==> config.mk <==
export PLATFORM = sky130hd
export DESIGN_NAME = alu_rr_scheduler_flat
export DESIGN_NICKNAME = d
export VERILOG_FILES = /design/src/rtl/alu_rr_scheduler_if.sv /design/src/rtl/alu_rr_scheduler.sv /design/src/flat_wrapper.sv
export SDC_FILE = /design/constraint.sdc
export NUM_CORES = 1
export LEC_CHECK = 0
export ABC_AREA = 1
export CAP_MARGIN = 15
export CORE_MARGIN = 4
export CORE_UTILIZATION = 44
export CTS_CLUSTER_SIZE = 10
export DETAILED_ROUTE_END_ITERATION = 6
export PLACE_DENSITY = 0.86
export SETUP_SLACK_MARGIN = 0.1
export SLEW_MARGIN = 20
export SYNTH_ARGS = -nofsm -noshare
export SYNTH_HDL_FRONTEND = slang
export SYNTH_SLANG_ARGS = --single-unit
export TNS_END_PERCENT = 30
==> constraint.sdc <==
create_clock -name clk -period 4.7 [get_ports clk]
set_input_delay 0.705 -clock clk [delete_from_list [all_inputs] [get_ports clk]]
set_output_delay 0.705 -clock clk [all_outputs]
set_load 0.02 [all_outputs]
==> src/rtl/alu_rr_scheduler_if.sv <==
// alu_rr_scheduler_if: requester/consumer handshake bundle around the shared ALU scheduler
interface alu_rr_scheduler_if #(
    parameter int W    = 6,
    parameter int NREQ = 4,
    localparam int IDW = $clog2(NREQ)
);
    logic [NREQ-1:0]   req_valid;
    logic [NREQ-1:0]   req_ready;
    logic [NREQ*W-1:0] req_a;
    logic [NREQ*W-1:0] req_b;
    logic [NREQ*2-1:0] req_op;
    logic              rsp_valid;
    logic              rsp_ready;
    logic [W-1:0]      rsp_data;
    logic              rsp_cout;
    logic [IDW-1:0]    rsp_id;

    modport master (
        output req_valid, req_a, req_b, req_op, rsp_ready,
        input  req_ready, rsp_valid, rsp_data, rsp_cout, rsp_id
    );

    modport slave (
        input  req_valid, req_a, req_b, req_op, rsp_ready,
        output req_ready, rsp_valid, rsp_data, rsp_cout, rsp_id
    );
endinterface

==> src/rtl/alu_rr_scheduler.sv <==
// alu_rr_scheduler: round-robin sharing of one combinational ALU among NREQ requesters
module alu_rr_scheduler #(
    parameter int W    = 6,
    parameter int NREQ = 4,
    localparam int IDW = $clog2(NREQ)
) (
    input  logic                clk,
    input  logic                rst_n,
    alu_rr_scheduler_if.slave   bus,
    output logic [W-1:0]        alu_a,
    output logic [W-1:0]        alu_b,
    output logic [1:0]          alu_op,
    input  logic [W-1:0]        alu_out,
    input  logic                alu_cout,
    output logic                busy
);
    typedef enum logic [1:0] {IDLE, ISSUE, RESP} state_t;

    state_t         state, next;
    logic [IDW-1:0] rr_ptr, winner, rsp_id;
    logic           found, accept, rsp_valid, rsp_cout;
    logic [W-1:0]   rsp_data;

    // Scan from the highest offset down so the last hit is the first in rr order.
    always_comb begin
        found  = 1'b0;
        winner = '0;
        for (int k = NREQ - 1; k >= 0; k--) begin
            if (bus.req_valid[IDW'((int'(rr_ptr) + k) % NREQ)]) begin
                found  = 1'b1;
                winner = IDW'((int'(rr_ptr) + k) % NREQ);
            end
        end
    end

    always_ff @(posedge clk or negedge rst_n) begin
        if (!rst_n) state <= IDLE;
        else        state <= next;
    end

    always_comb begin
        next = (state == IDLE)  ? (found ? ISSUE : IDLE) :
               (state == ISSUE) ? RESP :
               (bus.rsp_ready ? IDLE : RESP);
    end

    always_comb begin
        accept        = (state == IDLE) && found;
        busy          = state != IDLE;
        bus.req_ready = accept ? (NREQ'(1) << winner) : '0;
    end

    // Operands stay registered outside ISSUE so the ALU inputs never glitch.
    always_ff @(posedge clk or negedge rst_n) begin
        if (!rst_n) begin
            alu_a     <= '0;
            alu_b     <= '0;
            alu_op    <= '0;
            rsp_id    <= '0;
            rr_ptr    <= '0;
            rsp_data  <= '0;
            rsp_cout  <= 1'b0;
            rsp_valid <= 1'b0;
        end else begin
            if (accept) begin
                alu_a  <= bus.req_a[winner*W +: W];
                alu_b  <= bus.req_b[winner*W +: W];
                alu_op <= bus.req_op[winner*2 +: 2];
                rsp_id <= winner;
                rr_ptr <= (int'(winner) == NREQ - 1) ? '0 : winner + 1'b1;
            end
            if (state == ISSUE) begin
                rsp_data  <= alu_out;
                rsp_cout  <= alu_cout;
                rsp_valid <= 1'b1;
            end
            if (state == RESP && bus.rsp_ready) rsp_valid <= 1'b0;
        end
    end

    assign bus.rsp_valid = rsp_valid;
    assign bus.rsp_data  = rsp_data;
    assign bus.rsp_cout  = rsp_cout;
    assign bus.rsp_id    = rsp_id;
endmodule

==> src/flat_wrapper.sv <==
// flat-port wrapper written by rule: the top's interface ports become plain ports
module alu_rr_scheduler_flat 
#(
    parameter int W    = 6,
    parameter int NREQ = 4,
    localparam int IDW = $clog2(NREQ)
)
  (clk, rst_n, alu_a, alu_b, alu_op, alu_out, alu_cout, busy, bus_req_valid, bus_req_a, bus_req_b, bus_req_op, bus_rsp_ready, bus_req_ready, bus_rsp_valid, bus_rsp_data, bus_rsp_cout, bus_rsp_id);
  alu_rr_scheduler_if #(.W(W), .NREQ(NREQ)) bus_i ();
  input  logic clk;
  input  logic rst_n;
  output logic [W-1:0] alu_a;
  output logic [W-1:0] alu_b;
  output logic [1:0] alu_op;
  input  logic [W-1:0] alu_out;
  input  logic alu_cout;
  output logic busy;
  input wire logic [$bits(bus_i.req_valid)-1:0] bus_req_valid;
  input wire logic [$bits(bus_i.req_a)-1:0] bus_req_a;
  input wire logic [$bits(bus_i.req_b)-1:0] bus_req_b;
  input wire logic [$bits(bus_i.req_op)-1:0] bus_req_op;
  input wire logic [$bits(bus_i.rsp_ready)-1:0] bus_rsp_ready;
  output wire logic [$bits(bus_i.req_ready)-1:0] bus_req_ready;
  output wire logic [$bits(bus_i.rsp_valid)-1:0] bus_rsp_valid;
  output wire logic [$bits(bus_i.rsp_data)-1:0] bus_rsp_data;
  output wire logic [$bits(bus_i.rsp_cout)-1:0] bus_rsp_cout;
  output wire logic [$bits(bus_i.rsp_id)-1:0] bus_rsp_id;
  assign bus_i.req_valid = bus_req_valid;
  assign bus_i.req_a = bus_req_a;
  assign bus_i.req_b = bus_req_b;
  assign bus_i.req_op = bus_req_op;
  assign bus_i.rsp_ready = bus_rsp_ready;
  assign bus_req_ready = bus_i.req_ready;
  assign bus_rsp_valid = bus_i.rsp_valid;
  assign bus_rsp_data = bus_i.rsp_data;
  assign bus_rsp_cout = bus_i.rsp_cout;
  assign bus_rsp_id = bus_i.rsp_id;
  alu_rr_scheduler #(.W(W), .NREQ(NREQ)) u_core (.clk(clk), .rst_n(rst_n), .bus(bus_i), .alu_a(alu_a), .alu_b(alu_b), .alu_op(alu_op), .alu_out(alu_out), .alu_cout(alu_cout), .busy(busy));
endmodule
==> impl_metrics.csv <==
group,metric,value,unit
outcome,status,"completed",
global_route,antenna_found_initial,0,
cells_and_area,final_util,70.0,%
clock_tree,cts_buffers,3,
setup_path,required,3.99,ns
global_route,grt_start_max_net_pins,29,
setup_path,crit_family,"buffers and inverters",
global_route,gr-max-usage-layer,"met2",
clock_tree,cts_tree,"built",
sta,worst_pin_slew,0.446,ns
sta,setup_viol,0,
route,firstDrtPassIters,4,
cells_and_area,drive_gt1_share,7.43,%
route,drc_errors,0,
global_route,gr-usage-met1,20.7,%
placement,placed_area,3040,sq um
cells_and_area,final_area,3110,sq um
power_and_ir_drop,p_sw_share,50.5,%
clock_tree,clk_path_buf_depth,2,
placement,portBuffers,98,
power_and_ir_drop,netSwitchingPower,1160,uW
sta,min_period,3.92,ns
global_route,grt_pass1_wl,8980,um
clock_tree,clk_pin_slew_worst_paths,0.10,ns
power_and_ir_drop,clkPwrFrac,8.2,%
sta,slew_headroom,70.3,%
setup_path,endpoint_kind,"output port",
setup_path,path_class,"primary input to output port",
floorplan,die_x,76.5,um
floorplan,die_h,76.5,um
global_route,track_usage,18.5,%
clock_tree,post-cts-setup-buffer-count,0,
yosys,synth-edff-count,0,
route,vias,2241,
global_route,grt_pass1_vias,2088,
route,wl_per_cell,11.9,um
power_and_ir_drop,ir_worst_vdd,0.333,mV
setup_path,critPathArrivalTime,3.22,ns
yosys,synth_nets,395,
yosys,synth_most_common_cell,"nand2_1",
clock_tree,post_cts_resized,0,
yosys,ys_seq_elements,28,
route,drtIter0Drc,137,
yosys,synth_top_area_cell,"dfrtp_1",
floorplan,die-area,5850,sq um
sta,rsz0062_at_grt,"false",
yosys,syn-cell-area,2060,sq um
sta,fin_tns_setup,0,ns
yosys,ys_warn_count,0,
sta,period_share,83.5,%
floorplan,start_util,46.5,%
setup_path,slowest_stage,"clkdlybuf4s50_1",
power_and_ir_drop,seqPwrFrac,19.6,%
yosys,synthFlopType,"dfrtp_1",
cells_and_area,nets,489,
route,drt-total-wl,5590,um
setup_path,crit_fanout,16,
yosys,synth_cells,324,
sta,finalHoldViolCount,0,
yosys,ys_async_sr_fraction,100,%
placement,gp_congestion,0.806,
yosys,syn_avg_cell_area,6.37,sq um
route,ant_nets,0,
setup_path,cp-start-kind,"primary input",
placement,dp_hpwl,4490,um
setup_path,cpPeakStageDelay,0.63,ns
floorplan,num_rows,24,
clock_tree,root_buffer,"clkbuf_8",
setup_path,cp_num_buf_inv,5,
global_route,grtUsageMet3,2.72,%
power_and_ir_drop,power_density,739,nW/um^2
route,via_per_inst,4.78,
cells_and_area,fillerInstances,380,
power_and_ir_drop,p_comb_share,72.2,%
yosys,synth_top_area_share,33.9,%
power_and_ir_drop,internal-power,1140,uW
yosys,synthTopCellsByCount,"118 x nand2_1, 67 x inv_1, 61 x nand3_1, 28 x dfrtp_1",
power_and_ir_drop,p_leak,0.00169,uW
clock_tree,cts_hold_repair.buffers,0,
hold_path,hp-class,"flip-flop to flip-flop",
global_route,grt-ovfl-total,0,
cells_and_area,n_antenna_cell,0,
yosys,synth-seq-area-share,33.9,%
clock_tree,h-tree-depth,1,
cells_and_area,syn_to_final_growth,50.6,%
sta,skew,0.00310,ns
yosys,ys_types,19,
clock_tree,insertion_delay,0.27,ns
setup_path,worstPathCellList,"clkdlybuf4s50_1, inv_1, o21ai_0, nand2_1, nand2_1, inv_2, nand2_1, nand2_2, nand2_2, ha_1, inv_1, nor2_1, clkdlybuf4s50_1",
sta,drv_slew,0,
global_route,grt_use_met2,35.2,%
yosys,synth_area_leaders,"dfrtp_1 34%, nand2_1 21%, nand3_1 15%, inv_1 12%, buf_6 3.8%",
floorplan,core,4440,sq um
sta,fmax,255,MHz
floorplan,ios,99,
run,drv_cap,0,
setup_path,cpMostUsedCell,"nand2_1",
clock_tree,cts_sinks,28,
-- through the flow --
stage	hold WS [ns]	setup WS [ns]	instances	total power, uW
2_1_floorplan	0.409	2.01	324	1650
3_3_place_gp	0.463	0.901	465	2070
3_5_place_dp	0.468	0.780	465	2120
4_1_cts	0.492	0.754	469	2310
5_1_grt	0.517	0.603	469	2520
6_report	0.489	0.776	469	2300
-- cell type report --
cell class	instances	area, sq um	area share (%)
Clock buffer	3	41.3	1.33
Clock inverter	1	30.0	0.966
Inverter	70	263	8.45
Multi-Input combinational cell	211	983	31.6
Sequential cell	28	701	22.5
Tap cell	52	65.1	2.09
Timing Repair Buffer	104	1030	33.0
-- placed cells by master, fill, tap and decap left out --
cell             synthesis  routed
o21ai_2                  1       1
nand2_2                  6       6
nand2_1                118     118
bufinv_16                0       1
ha_1                     1       1
clkinv_1                 1       1
dfrtp_1                 28      28
nor2_1                   6       6
nor2_2                   1       1
nand3_2                  2       2
o21ai_0                  6       6
or2_2                    1       1
buf_4                    2       6
inv_2                    2       2
nand3_1                 61      61
clkbuf_8                 0       3
a31oi_2                  0       1
mux2_2                   7       7
clkdlybuf4s50_1          0      98
inv_1                   67      67
-- metal layers --
layer | vias to the layer above | wire [um]
li1 | 1161 | -
met1 | 997 | 2280
met2 | 77 | 2890
met3 | 6 | 349
met4 | 0 | 68
met5 | - | 0
-- flip-flops by register name, indices dropped and copies added (netlist names) --
register and cells:
u_core.bus.rsp_id 2, u_core.bus.rsp_data 6, u_core.rr_ptr 2, u_core.alu_b 6, u_core.alu_op 2, u_core.bus.rsp_cout 1, u_core.alu_a 6, u_core.state 2
u_core.bus.rsp_valid 1
-- worst min-delay path, cell delays in order (launching register included) --
cell and delay [ns]:
dfrtp_1 0.35, nand2_1 0.06, nand2_1 0.05
-- power by group through the flow --
| stage | Combinational [uW] | Sequential [uW] | Clock (uW) |
|---|---|---|---|
| 6_report | 1660 | 451 | 188 |
| 2_1_floorplan | 1090 | 557 | 0 |
| 5_1_grt | 1850 | 466 | 199 |
| 4_1_cts | 1670 | 451 | 190 |
| 3_5_place_dp | 1660 | 457 | 0 |
| 3_3_place_gp | 1620 | 449 | 0 |
-- worst paths after layout --
kind | start | to | slack, ns | cells past startpoint
setup reg to reg | u_core.rr_ptr[0]$_DFFE_PN0P_ | u_core.alu_a[1]$_DFFE_PN0P_ | 2.25 | 14
hold reg to reg | u_core.alu_b[4]$_DFFE_PN0P_ | u_core.alu_b[4]$_DFFE_PN0P_ | 0.49 | 2
setup / recovery | bus_req_valid[2] | bus_req_ready[3] | 0.78 | 13
max in group asynchronous | rst_n | u_core.rr_ptr[1]$_DFFE_PN0P_ | 3.65 | 2
hold / removal | u_core.alu_b[4]$_DFFE_PN0P_ | u_core.alu_b[4]$_DFFE_PN0P_ | 0.49 | 2
min in group asynchronous | rst_n | u_core.state[1]$_DFF_PN0_ | 0.80 | 2
-- kinds of logic after synthesis --
| group | after synthesis | synth area share [%] |
|---|---|---|
| multiplexers | 7 | 3.82 |
| AO/OA/AOI/OAI | 8 | 2.18 |
| adder cells (fa/ha/maj) | 1 | 0.606 |
| flip-flops | 28 | 33.9 |
| buffers and inverters | 85 | 18.7 |
| AND/OR/NAND/NOR | 195 | 40.7 |
Power figures use the tool's default switching activity.
